File: src/rtl/if_id_pkg.sv
// -----------------------------------------------------------------------------
// if_id_pkg
//   Shared definitions for the IF->ID skid stage: the default bubble
//   instruction, the occupancy FSM state encoding and a helper that maps a
//   state to the number of entries it holds.
// -----------------------------------------------------------------------------
package if_id_pkg;

    // addi x0, x0, 0
    localparam logic [31:0] NOP_INST_DEFAULT = 32'h0000_0013;

    typedef enum logic [1:0] {
        StEmpty = 2'd0,
        StOne   = 2'd1,
        StFull  = 2'd2
    } state_e;

    function automatic logic [1:0] entries_held(state_e s);
        unique case (s)
            StOne:   return 2'd1;
            StFull:  return 2'd2;
            default: return 2'd0;
        endcase
    endfunction

endpackage

File: src/rtl/if_id_entry.sv
// -----------------------------------------------------------------------------
// if_id_entry
//   One LANES-wide storage slot holding per-lane pc, inst and lane_valid.
//   Lanes written with d_lane_valid=0 are stored as bubbles (pc=0, NOP), so
//   an invalid lane never carries stale data.
// Ports
//   clk, reset      clock, synchronous active-high reset (clears to bubble)
//   load            capture d_* (with per-lane bubble masking)
//   clear           overwrite with bubbles; wins over load
//   d_lane_valid    per-lane valid of incoming data
//   d_pc, d_inst    incoming lane data, lane i at [i*W +: W]
//   q_lane_valid    stored per-lane valid
//   q_pc, q_inst    stored lane data
// -----------------------------------------------------------------------------
module if_id_entry
    import if_id_pkg::*;
#(
    parameter int unsigned     LANES    = 2,
    parameter int unsigned     XLEN     = 32,
    parameter int unsigned     ILEN     = 32,
    parameter logic [ILEN-1:0] NOP_INST = ILEN'(NOP_INST_DEFAULT)
) (
    input  logic                  clk,
    input  logic                  reset,
    input  logic                  load,
    input  logic                  clear,
    input  logic [LANES-1:0]      d_lane_valid,
    input  logic [LANES*XLEN-1:0] d_pc,
    input  logic [LANES*ILEN-1:0] d_inst,
    output logic [LANES-1:0]      q_lane_valid,
    output logic [LANES*XLEN-1:0] q_pc,
    output logic [LANES*ILEN-1:0] q_inst
);

    localparam logic [LANES*ILEN-1:0] BUBBLE_INST = {LANES{NOP_INST}};

    logic [LANES-1:0]      lv_q;
    logic [LANES*XLEN-1:0] pc_q, pc_masked;
    logic [LANES*ILEN-1:0] inst_q, inst_masked;

    always_comb begin
        pc_masked   = '0;
        inst_masked = BUBBLE_INST;
        for (int i = 0; i < int'(LANES); i++) begin
            if (d_lane_valid[i]) begin
                pc_masked[i*XLEN +: XLEN]   = d_pc[i*XLEN +: XLEN];
                inst_masked[i*ILEN +: ILEN] = d_inst[i*ILEN +: ILEN];
            end
        end
    end

    always_ff @(posedge clk) begin
        if (reset || clear) begin
            lv_q   <= '0;
            pc_q   <= '0;
            inst_q <= BUBBLE_INST;
        end else if (load) begin
            lv_q   <= d_lane_valid;
            pc_q   <= pc_masked;
            inst_q <= inst_masked;
        end
    end

    assign q_lane_valid = lv_q;
    assign q_pc         = pc_q;
    assign q_inst       = inst_q;

endmodule

File: src/rtl/if_id_skid_stage.sv
// -----------------------------------------------------------------------------
// if_id_skid_stage
//   IF->ID pipeline stage carrying LANES (pc, inst) pairs over a valid/ready
//   handshake. A main entry (M) drives the outputs and a skid entry (S)
//   catches one extra entry so that in_ready depends only on registered state.
//   Supports flush, per-lane kill with NOP bubbles and a saturating
//   backpressure cycle counter.
// Ports
//   clk, reset          clock, synchronous active-high reset
//   flush               discard held and incoming entries
//   in_valid/in_ready   fetch-side handshake (in_ready = !skid occupied)
//   in_lane_valid       per-lane valid; an offer with all lanes 0 is ignored
//   in_pc, in_inst      offered lanes, lane i at [i*W +: W]
//   out_valid/out_ready decode-side handshake
//   out_lane_valid      per-lane valid of presented entry (0 when !out_valid)
//   out_pc, out_inst    presented lanes (bubbles when !out_valid)
//   occupancy           entries held (0..2), registered
//   stall_cycles        saturating count of out_valid & !out_ready cycles
// -----------------------------------------------------------------------------
module if_id_skid_stage
    import if_id_pkg::*;
#(
    parameter int unsigned     LANES    = 2,
    parameter int unsigned     XLEN     = 32,
    parameter int unsigned     ILEN     = 32,
    parameter logic [ILEN-1:0] NOP_INST = ILEN'(NOP_INST_DEFAULT),
    parameter int unsigned     CNT_W    = 16
) (
    input  logic                  clk,
    input  logic                  reset,
    input  logic                  flush,
    input  logic                  in_valid,
    output logic                  in_ready,
    input  logic [LANES-1:0]      in_lane_valid,
    input  logic [LANES*XLEN-1:0] in_pc,
    input  logic [LANES*ILEN-1:0] in_inst,
    output logic                  out_valid,
    input  logic                  out_ready,
    output logic [LANES-1:0]      out_lane_valid,
    output logic [LANES*XLEN-1:0] out_pc,
    output logic [LANES*ILEN-1:0] out_inst,
    output logic [1:0]            occupancy,
    output logic [CNT_W-1:0]      stall_cycles
);

    localparam logic [LANES*ILEN-1:0] BUBBLE_INST = {LANES{NOP_INST}};

    state_e state_q, state_d;
    logic   in_fire, out_fire;
    logic   m_load, m_clear, m_from_s, s_load, s_clear;

    logic [LANES-1:0]      m_d_lv, m_lv, s_lv;
    logic [LANES*XLEN-1:0] m_d_pc, m_pc, s_pc;
    logic [LANES*ILEN-1:0] m_d_inst, m_inst, s_inst;

    logic [1:0]       occ_q;
    logic [CNT_W-1:0] stall_q;

    assign in_ready  = (state_q != StFull);
    assign out_valid = (state_q != StEmpty);
    assign in_fire   = in_valid & in_ready & (|in_lane_valid);
    assign out_fire  = out_valid & out_ready;

    // State register
    always_ff @(posedge clk) begin
        if (reset) begin
            state_q <= StEmpty;
        end else begin
            state_q <= state_d;
        end
    end

    // Next state
    always_comb begin
        state_d = state_q;
        if (flush) begin
            state_d = StEmpty;
        end else begin
            unique case (state_q)
                StEmpty: if (in_fire) state_d = StOne;
                StOne: begin
                    if (in_fire && !out_fire)      state_d = StFull;
                    else if (!in_fire && out_fire) state_d = StEmpty;
                end
                StFull:  if (out_fire) state_d = StOne;
                default: state_d = StEmpty;
            endcase
        end
    end

    // Entry load/clear controls
    always_comb begin
        m_load   = 1'b0;
        m_clear  = 1'b0;
        m_from_s = 1'b0;
        s_load   = 1'b0;
        s_clear  = 1'b0;
        if (flush) begin
            m_clear = 1'b1;
            s_clear = 1'b1;
        end else begin
            unique case (state_q)
                StEmpty: m_load = in_fire;
                StOne: begin
                    m_load  = in_fire & out_fire;
                    s_load  = in_fire & ~out_fire;
                    m_clear = ~in_fire & out_fire;
                end
                StFull: begin
                    m_load   = out_fire;
                    m_from_s = out_fire;
                    s_clear  = out_fire;
                end
                default: ;
            endcase
        end
    end

    assign m_d_lv   = m_from_s ? s_lv   : in_lane_valid;
    assign m_d_pc   = m_from_s ? s_pc   : in_pc;
    assign m_d_inst = m_from_s ? s_inst : in_inst;

    if_id_entry #(
        .LANES    (LANES),
        .XLEN     (XLEN),
        .ILEN     (ILEN),
        .NOP_INST (NOP_INST)
    ) u_main (
        .clk          (clk),
        .reset        (reset),
        .load         (m_load),
        .clear        (m_clear),
        .d_lane_valid (m_d_lv),
        .d_pc         (m_d_pc),
        .d_inst       (m_d_inst),
        .q_lane_valid (m_lv),
        .q_pc         (m_pc),
        .q_inst       (m_inst)
    );

    if_id_entry #(
        .LANES    (LANES),
        .XLEN     (XLEN),
        .ILEN     (ILEN),
        .NOP_INST (NOP_INST)
    ) u_skid (
        .clk          (clk),
        .reset        (reset),
        .load         (s_load),
        .clear        (s_clear),
        .d_lane_valid (in_lane_valid),
        .d_pc         (in_pc),
        .d_inst       (in_inst),
        .q_lane_valid (s_lv),
        .q_pc         (s_pc),
        .q_inst       (s_inst)
    );

    // M is already bubble-filled when empty; masking keeps outputs clean regardless
    assign out_lane_valid = out_valid ? m_lv   : '0;
    assign out_pc         = out_valid ? m_pc   : '0;
    assign out_inst       = out_valid ? m_inst : BUBBLE_INST;

    always_ff @(posedge clk) begin
        if (reset) begin
            occ_q   <= 2'd0;
            stall_q <= '0;
        end else begin
            occ_q <= entries_held(state_d);
            if (out_valid && !out_ready && (stall_q != {CNT_W{1'b1}})) begin
                stall_q <= stall_q + CNT_W'(1);
            end
        end
    end

    assign occupancy    = occ_q;
    assign stall_cycles = stall_q;

endmodule

File: config.mk
export PLATFORM = sky130hd
export DESIGN_NAME = if_id_skid_stage
export DESIGN_NICKNAME = d
export VERILOG_FILES = /design/src/rtl/if_id_pkg.sv /design/src/rtl/if_id_entry.sv /design/src/rtl/if_id_skid_stage.sv
export SDC_FILE = /design/constraint.sdc
export NUM_CORES = 1
export LEC_CHECK = 0
export ABC_AREA = 0
export CAP_MARGIN = 0
export CORE_ASPECT_RATIO = 0.7
export CORE_MARGIN = 8
export CORE_UTILIZATION = 50
export DETAILED_ROUTE_END_ITERATION = 10
export GPL_TIMING_DRIVEN = 0
export HOLD_SLACK_MARGIN = 0.05
export PLACE_DENSITY_LB_ADDON = 0.2
export SYNTH_ARGS = -nofsm -noshare
export SYNTH_HDL_FRONTEND = slang
export SYNTH_SLANG_ARGS = --single-unit
File: constraint.sdc
create_clock -name clk -period 2.2 [get_ports clk]
set_input_delay 0.22 -clock clk [delete_from_list [all_inputs] [get_ports clk]]
set_output_delay 0.22 -clock clk [all_outputs]
set_load 0.02 [all_outputs]
==> metrics, run 1 <==
Synth area leader=dfxtp_1; Core ar.=roughly 0.024 mm^2; Worst Setup Slack, final=0.0158 ns; Cells after Synth=1415; Peak Freq=approximately 460 MHz; Pwr Density=between 600 and 700 mW/mm^2; Mapped Area=approximately 0.012 mm^2; LEAKAGE=5.81 nW; largest net degree at the start of global routing=15; Crit Path Class=register to primary output; combinational fraction of design power=0.075; required time of the critical path=just under 2 ns; CP top delay family=buffers and inverters; crit-path cells=or2_4, buf_8, clkbuf_16, clkbuf_4, and2_1, buf_2; post-synthesis sequential area ratio=0.467; Die Span Y=146 um; metal2 WL=17400 um; sw frac=0.226; non-filler cells in the finished layout=2078; Int Pwr=approximately 0.0084 W; drt wl/cell=18.8 um; Max Cap Viol=0; IO Port Bufs=approximately 280; Tmin final=2.18 ns; # H-tree levels=1; largest cells by area after synthesis=dfxtp_1 47%, mux2i_1 10%, nand2_1 8.0%; Worst Skew=~0.014 ns; metal1 wirelength=17600 um; initial antenna violation count=5; Syn-to-layout area delta=35.9%; die area=0.0293 mm^2; remaining global-route overflow=0; CP max-delay cell=dfxtp_4; Skew-Pair Late Insertion Delay=0.55 ns; num ports=about 290; CP bufs+invs=4; top cell type's share of synthesized area=0.467; DP Worst Slack=-0.881 ns; Filler Cells Inserted=1937; Clock power frac=0.450; vias in the first global route=11100; CTS tree=built; Clock Path Buffers=3; CP endpoint kind=primary output; Final period util=0.993; Die Wd=201 um; clock sink count=280; number of synthesized register bits=280; cell count after placement=2014; 1st-iter DRT viols=706; CP arrival=1.96 ns; Total Routing Usage GR=0.253; Worst Tran Pin Value=between 0.7 and 0.8 ns; number of synthesized flops with an enable pin=0; Psw=0.00245 W; Final ANT Viol Nets=0; Slew Limit Fails=0; hold crit path type=input port to register; first-pass GRT wire length=61100 um; Avg Cell Area, Syn=8.49 um^2; unrepaired setup endpoints after global routing=true; drc violations=0; Post-synth top flop=dfxtp_1; status=complete, no violations; setup violators final=0; syn nets=between 1500 and 2000; sequential power share=0.475; Final Hold Viols=0; share of layout cells above drive strength 1=0.176; Synth Warn #=0; clk root buf=clkbuf_16; clock slew at reported path FFs=~0.06 ns; CTS Hold Bufs=0; row cnt=47; Num CTS Buffers=28; crit path max fanout=7; Worst setup SP type=register; GPL Wtd Cong=0.821; WL met3=approximately 3000 um; post-synthesis async set-or-reset flop share=0; DR top layer=met5; Max VDD drop=0.625 mV; Initial DRT Pass Iterations=5; library cells used by synthesis=roughly 60; Rel. slew slack=0.481; Final Routed Wirelength=roughly 39000 um; post-DP HPWL=28000 um; Avg Vias per Cell=5.50; final net count=1875; initial cell density of the core=0.508; Vias=11400; slowest cell delay on critical path=0.35 ns
==> final timing paths <==
| check | from | end | slack (ns) | depth (start not counted) |
|---|---|---|---|---|
| worst max register to register | state_q[0] | u_main.q_inst[29] | 0.12 | 7 |
| worst min register to register | u_main.q_pc[61] | u_main.q_pc[61] | 0.44 | 2 |
| worst min-delay path | out_ready | state_q[1] | 0.25 | 4 |
| worst max-delay path | state_q[0] | out_inst[25] | 0.02 | 6 |
==> flip-flops by register name, indices dropped and copies added, names as in the netlist <==
register / cells
u_main.q_pc: 64
occupancy: 2
u_skid.q_inst: 64
u_skid.q_pc: 64
state_q: 2
u_skid.q_lane_valid: 2
stall_cycles: 16
u_main.q_inst: 64
u_main.q_lane_valid: 2
==> area by class of cell <==
cell class,instances,area [um^2],share of cell area
well taps,318,398,0.0244
diodes,1,2.50,0.000153
multi-input cells,1014,5900,0.361
inverters,1,3.75,0.000230
plain buffers,116,747,0.0457
repair buffers,298,2720,0.167
clock buffers,42,845,0.0517
clock inverters,8,105,0.00643
flip-flops and latches,280,5610,0.343
==> through the flow <==
step                hold WS (ns)  utilization  instance area, um^2  power (W)  TNS [ns]
floorplan                  0.387            -                12000    0.00557         0
global placement           0.426        0.644                15200    0.00600    -93.94
detailed placement         0.434        0.644                15200    0.00601   -103.76
CTS                        0.225        0.688                16300     0.0109     -3.34
global route               0.280        0.691                16300     0.0112    -0.405
finish                     0.248        0.691                16300     0.0109         0
==> timing repair <==
item,CTS,global route
endpoints found under the setup margin,190,230
gates cloned,7,2
gates resized for setup,657,28
endpoints found under the hold margin,0,0
pin swaps,32,1
setup buffers,4,4
==> layout by cell type (no fill, tap or decap), types with 4 or more instances in the layout <==
cell	instances
nand3_1	125
nor2_1	20
o21ai_1	16
nor3b_1	6
o21ai_0	120
o22a_1	6
clkbuf_1	59
dfxtp_1	278
clkdlybuf4s50_1	150
nand2_1	255
mux2i_1	124
mux2_2	7
nand2b_1	10
clkbuf_8	15
and2_1	89
a21oi_1	137
buf_6	51
clkbuf_2	10
buf_4	23
or3_1	4
and2_4	37
clkdlybuf4s15_2	24
clkbuf_16	33
clkinv_2	4
buf_2	82
==> metal layers <==
metal / GRT usage / vias to the layer above
met5: 0 / -
met4: 0.0754 / 8
met3: 0.0603 / 80
met2: 0.397 / 396
met1: 0.343 / 5457
li1: - / 5488
==> cells in the mapped netlist, drive strengths merged (3+ instances only) <==
cell,instances
nand3,126
buf,48
mux2i,124
mux2,7
o22a,6
nand4,4
a21oi,137
and2,126
a211oi,3
clkbuf,72
nand2b,10
nand2,256
nor3,3
nand4b,3
nor3b,6
dfxtp,280
o21ai,136
nand3b,3
or3,7
nor2,21
==> power groups by stage <==
stage,sequential (W),clock (W),combinational (W)
2_1_floorplan,0.00526,0,0.000304
3_5_place_dp,0.00527,0,0.000741
5_1_grt,0.00516,0.00516,0.000873
3_3_place_gp,0.00527,0,0.000729
6_report,0.00516,0.00488,0.000811
4_1_cts,0.00516,0.00494,0.000790
==> kinds of logic after synthesis <==
logic type | count (synthesis) | share of synthesized area
adders and majority gates | 1 | 0.00104
AOI/OAI and AO/OA | 303 | 0.136
DFF | 280 | 0.467
buffers and inverters | 121 | 0.0504
muxes | 131 | 0.110
xor gates and xnor gates | 1 | 0.000729
and+or+nand+nor | 578 | 0.236
==> worst reg2reg max path: stages, from the launching register on <==
cell and delay [ns]:
dfxtp_4 0.36, buf_4 0.11, nand3b_1 0.24, o2111a_1 0.46, buf_2 0.38, buf_2 0.30
nand2_1 0.08, o21ai_0 0.08
(Power assumes the default switching activity.)
==> inputs of run 2 (changes only) <==
--- a/config.mk
+++ b/config.mk
@@ -6,6 +6,7 @@
 export NUM_CORES = 1
 export LEC_CHECK = 0
 export ABC_AREA = 0
+export ABC_CLOCK_PERIOD_IN_PS = 2200
 export CAP_MARGIN = 0
 export CORE_ASPECT_RATIO = 0.7
 export CORE_MARGIN = 8
==> results of run 2 <==
Same layout as run 1: the final DEF is identical, and so are final timing and power.
==> inputs of run 3 (changes only) <==
--- a/config.mk
+++ b/config.mk
@@ -9,11 +9,13 @@
 export ABC_CLOCK_PERIOD_IN_PS = 2200
 export CAP_MARGIN = 0
 export CORE_ASPECT_RATIO = 0.7
-export CORE_MARGIN = 8
+export CORE_MARGIN = 4
 export CORE_UTILIZATION = 50
+export CTS_CLUSTER_DIAMETER = 40
 export DETAILED_ROUTE_END_ITERATION = 10
 export GPL_TIMING_DRIVEN = 0
 export HOLD_SLACK_MARGIN = 0.05
+export MAX_ROUTING_LAYER = met4
 export PLACE_DENSITY_LB_ADDON = 0.2
 export SYNTH_ARGS = -nofsm -noshare
 export SYNTH_HDL_FRONTEND = slang
==> run 3 against run 2 <==
Against the previous run: global-route usage is 2.5 points higher; via count shrank 0.62%; die area down 9.2%; sequential share of layout area is 0.33 points lower; critical endpoint is now out_inst[16].
==> metrics, run 3 (synthesis gave the netlist of run 1 again) <==
status=complete, no violations; Rel. slew slack=0.474 (-0.00731); largest net degree at the start of global routing=14 (-1); Worst Tran Pin Value=0.789 ns (+0.0218 ns); commonest non-fill, non-tap cells in the layout=278 x dfxtp_1, 256 x nand2_1, 150 x clkdlybuf4s50_1, 137 x a21oi_1, 125 x nand3_1; post-DP HPWL=26500 um (-5.4%); Skew-Pair Late Insertion Delay=0.51 ns (-0.04 ns); CP endpoint kind=primary output; clock slew at reported path FFs=0.06 ns (about the same); CP arrival=1.95 ns (about the same); Tmin final=2.17 ns (-0.0180 ns); Slew Limit Fails=0 (unchanged); Final period util=0.985 (-0.00817); leading cell type in the layout, fill and taps excluded=dfxtp_1; Peak Freq=462 MHz (+0.83%); initial antenna violation count=0 (-5); initial cell density of the core=0.508 (unchanged); Crit Path Class=register to primary output; Worst setup SP type=register; remaining global-route overflow=0 (unchanged); TNS Setup=0 ns (unchanged); crit path max fanout=9 (+2); Die Wd=193 um (-4.0%); hold crit path type=input port to register; CTS Hold Bufs=0 (unchanged); Vias=11400 (-0.62%); Die Span Y=138 um (-5.5%); final net count=1878 (+0.16%); num ports=285 (unchanged); unrepaired setup endpoints after global routing=true; Max Cap Viol=0 (unchanged); share of layout cells above drive strength 1=0.165 (-0.0108); clock sink count=280 (unchanged); drt wl/cell=18.2 um (-3.7%); required time of the critical path=1.98 ns (about the same); drc violations=0 (unchanged); # H-tree levels=2 (+1); Avg Vias per Cell=5.45 (-0.91%); Worst Skew=0.0172 ns (+0.00350 ns); cell count after placement=2014 (unchanged); 1st-iter DRT viols=777 (+10%); vias in the first global route=10900 (-2.2%); clk root buf=clkbuf_16; setup violators final=0 (unchanged); CTS tree=built; Num CTS Buffers=34 (+21%); Core ar.=0.0236 mm^2 (unchanged); LEAKAGE=5.89 nW (+1.4%); Initial DRT Pass Iterations=5 (unchanged); Final ANT Viol Nets=0 (unchanged); Pwr Density=719 mW/mm^2 (+8.2%); Max VDD drop=0.378 mV (-39%); Clock Path Buffers=3 (unchanged); GPL Wtd Cong=0.857 (+4.4%); Final Hold Viols=0 (unchanged); Final Routed Wirelength=37800 um (-3.4%); Syn-to-layout area delta=37.3%; die area=0.0266 mm^2 (-9.2%); IO Port Bufs=281 (unchanged); row cnt=47 (unchanged); non-filler cells in the finished layout=2084 (+0.29%); first-pass GRT wire length=58900 um (-3.6%); Total Routing Usage GR=0.279 (+0.0253)
[run 3: cell types whose count changed in the layout (fill, tap and decap cells not counted), sizes merged]
cell / change
buf: -19
clkdlybuf4s15: +4
inv: +3
clkinv: -1
clkbuf: +15
clkinvlp: +2
bufinv: +2
[run 3: path summary, 6_finish.rpt]
check	from	end	slack (ns)	cells after the start
setup / recovery	state_q[0]	out_inst[16]	0.03	6
hold / removal	out_ready	state_q[1]	0.29	4
setup reg to reg	state_q[1]	u_main.q_inst[24]	0.15	7
hold reg to reg	u_main.q_inst[38]	u_main.q_inst[38]	0.44	2
[run 3: repair_timing]
item | CTS | global route
pin swaps | 5 | 2
endpoints found under the setup margin | 176 | 256
setup buffers | 5 | 1
gates cloned | 6 | 2
gates resized for setup | 584 | 32
[run 3: critical path, cell delays in order, from the launching register on]
cell and delay, ns:
dfxtp_4 0.37, or2_1 0.24, buf_6 0.15, clkbuf_16 0.19, clkbuf_16 0.17, and2_4 0.17, buf_6 0.13
[run 3: cell type report]
| class | instances | area [um^2] |
|---|---|---|
| Fill cell | 1921 | 7150 |
| Multi-Input combinational cell | 1014 | 5860 |
| Sequential cell | 280 | 5610 |
| Timing Repair Buffer | 295 | 2670 |
| Clock buffer | 45 | 996 |
| Buffer | 116 | 757 |
| Tap cell | 318 | 398 |
| Clock inverter | 14 | 196 |
| Inverter | 1 | 3.75 |
| Antenna cell | 1 | 2.50 |
[run 3: per-layer routing]
metal  wire length [um]  part of all wire  track usage
met1              17300              0.46        0.385
met5                  0                 0            -
met2              16700              0.44        0.423
met3               3100             0.082       0.0614
met4                678             0.018       0.0629
[run 3: metrics by stage]
stage          utilization  area, um^2  worst slack, ns  hold WS [ns]  power (W)
6_report             0.698       16500           0.0337         0.292     0.0119
5_1_grt              0.698       16500          -0.0185         0.336     0.0122
4_1_cts              0.697       16500          -0.0281         0.265     0.0119
3_5_place_dp         0.644       15200           -0.906         0.433    0.00601
3_3_place_gp         0.644       15200           -0.870         0.426    0.00600
2_1_floorplan            -       12000            0.273         0.387    0.00557
[run 3: power breakdown]
group | internal, W | switching [W] | leakage, nW | total (W)
combinational | 0.000390 | 0.000418 | 3.05 | 0.000808
clock | 0.00368 | 0.00222 | 0.581 | 0.00590
sequential | 0.00513 | 0.0000319 | 2.26 | 0.00516
total | 0.00920 | 0.00267 | 5.89 | 0.0119
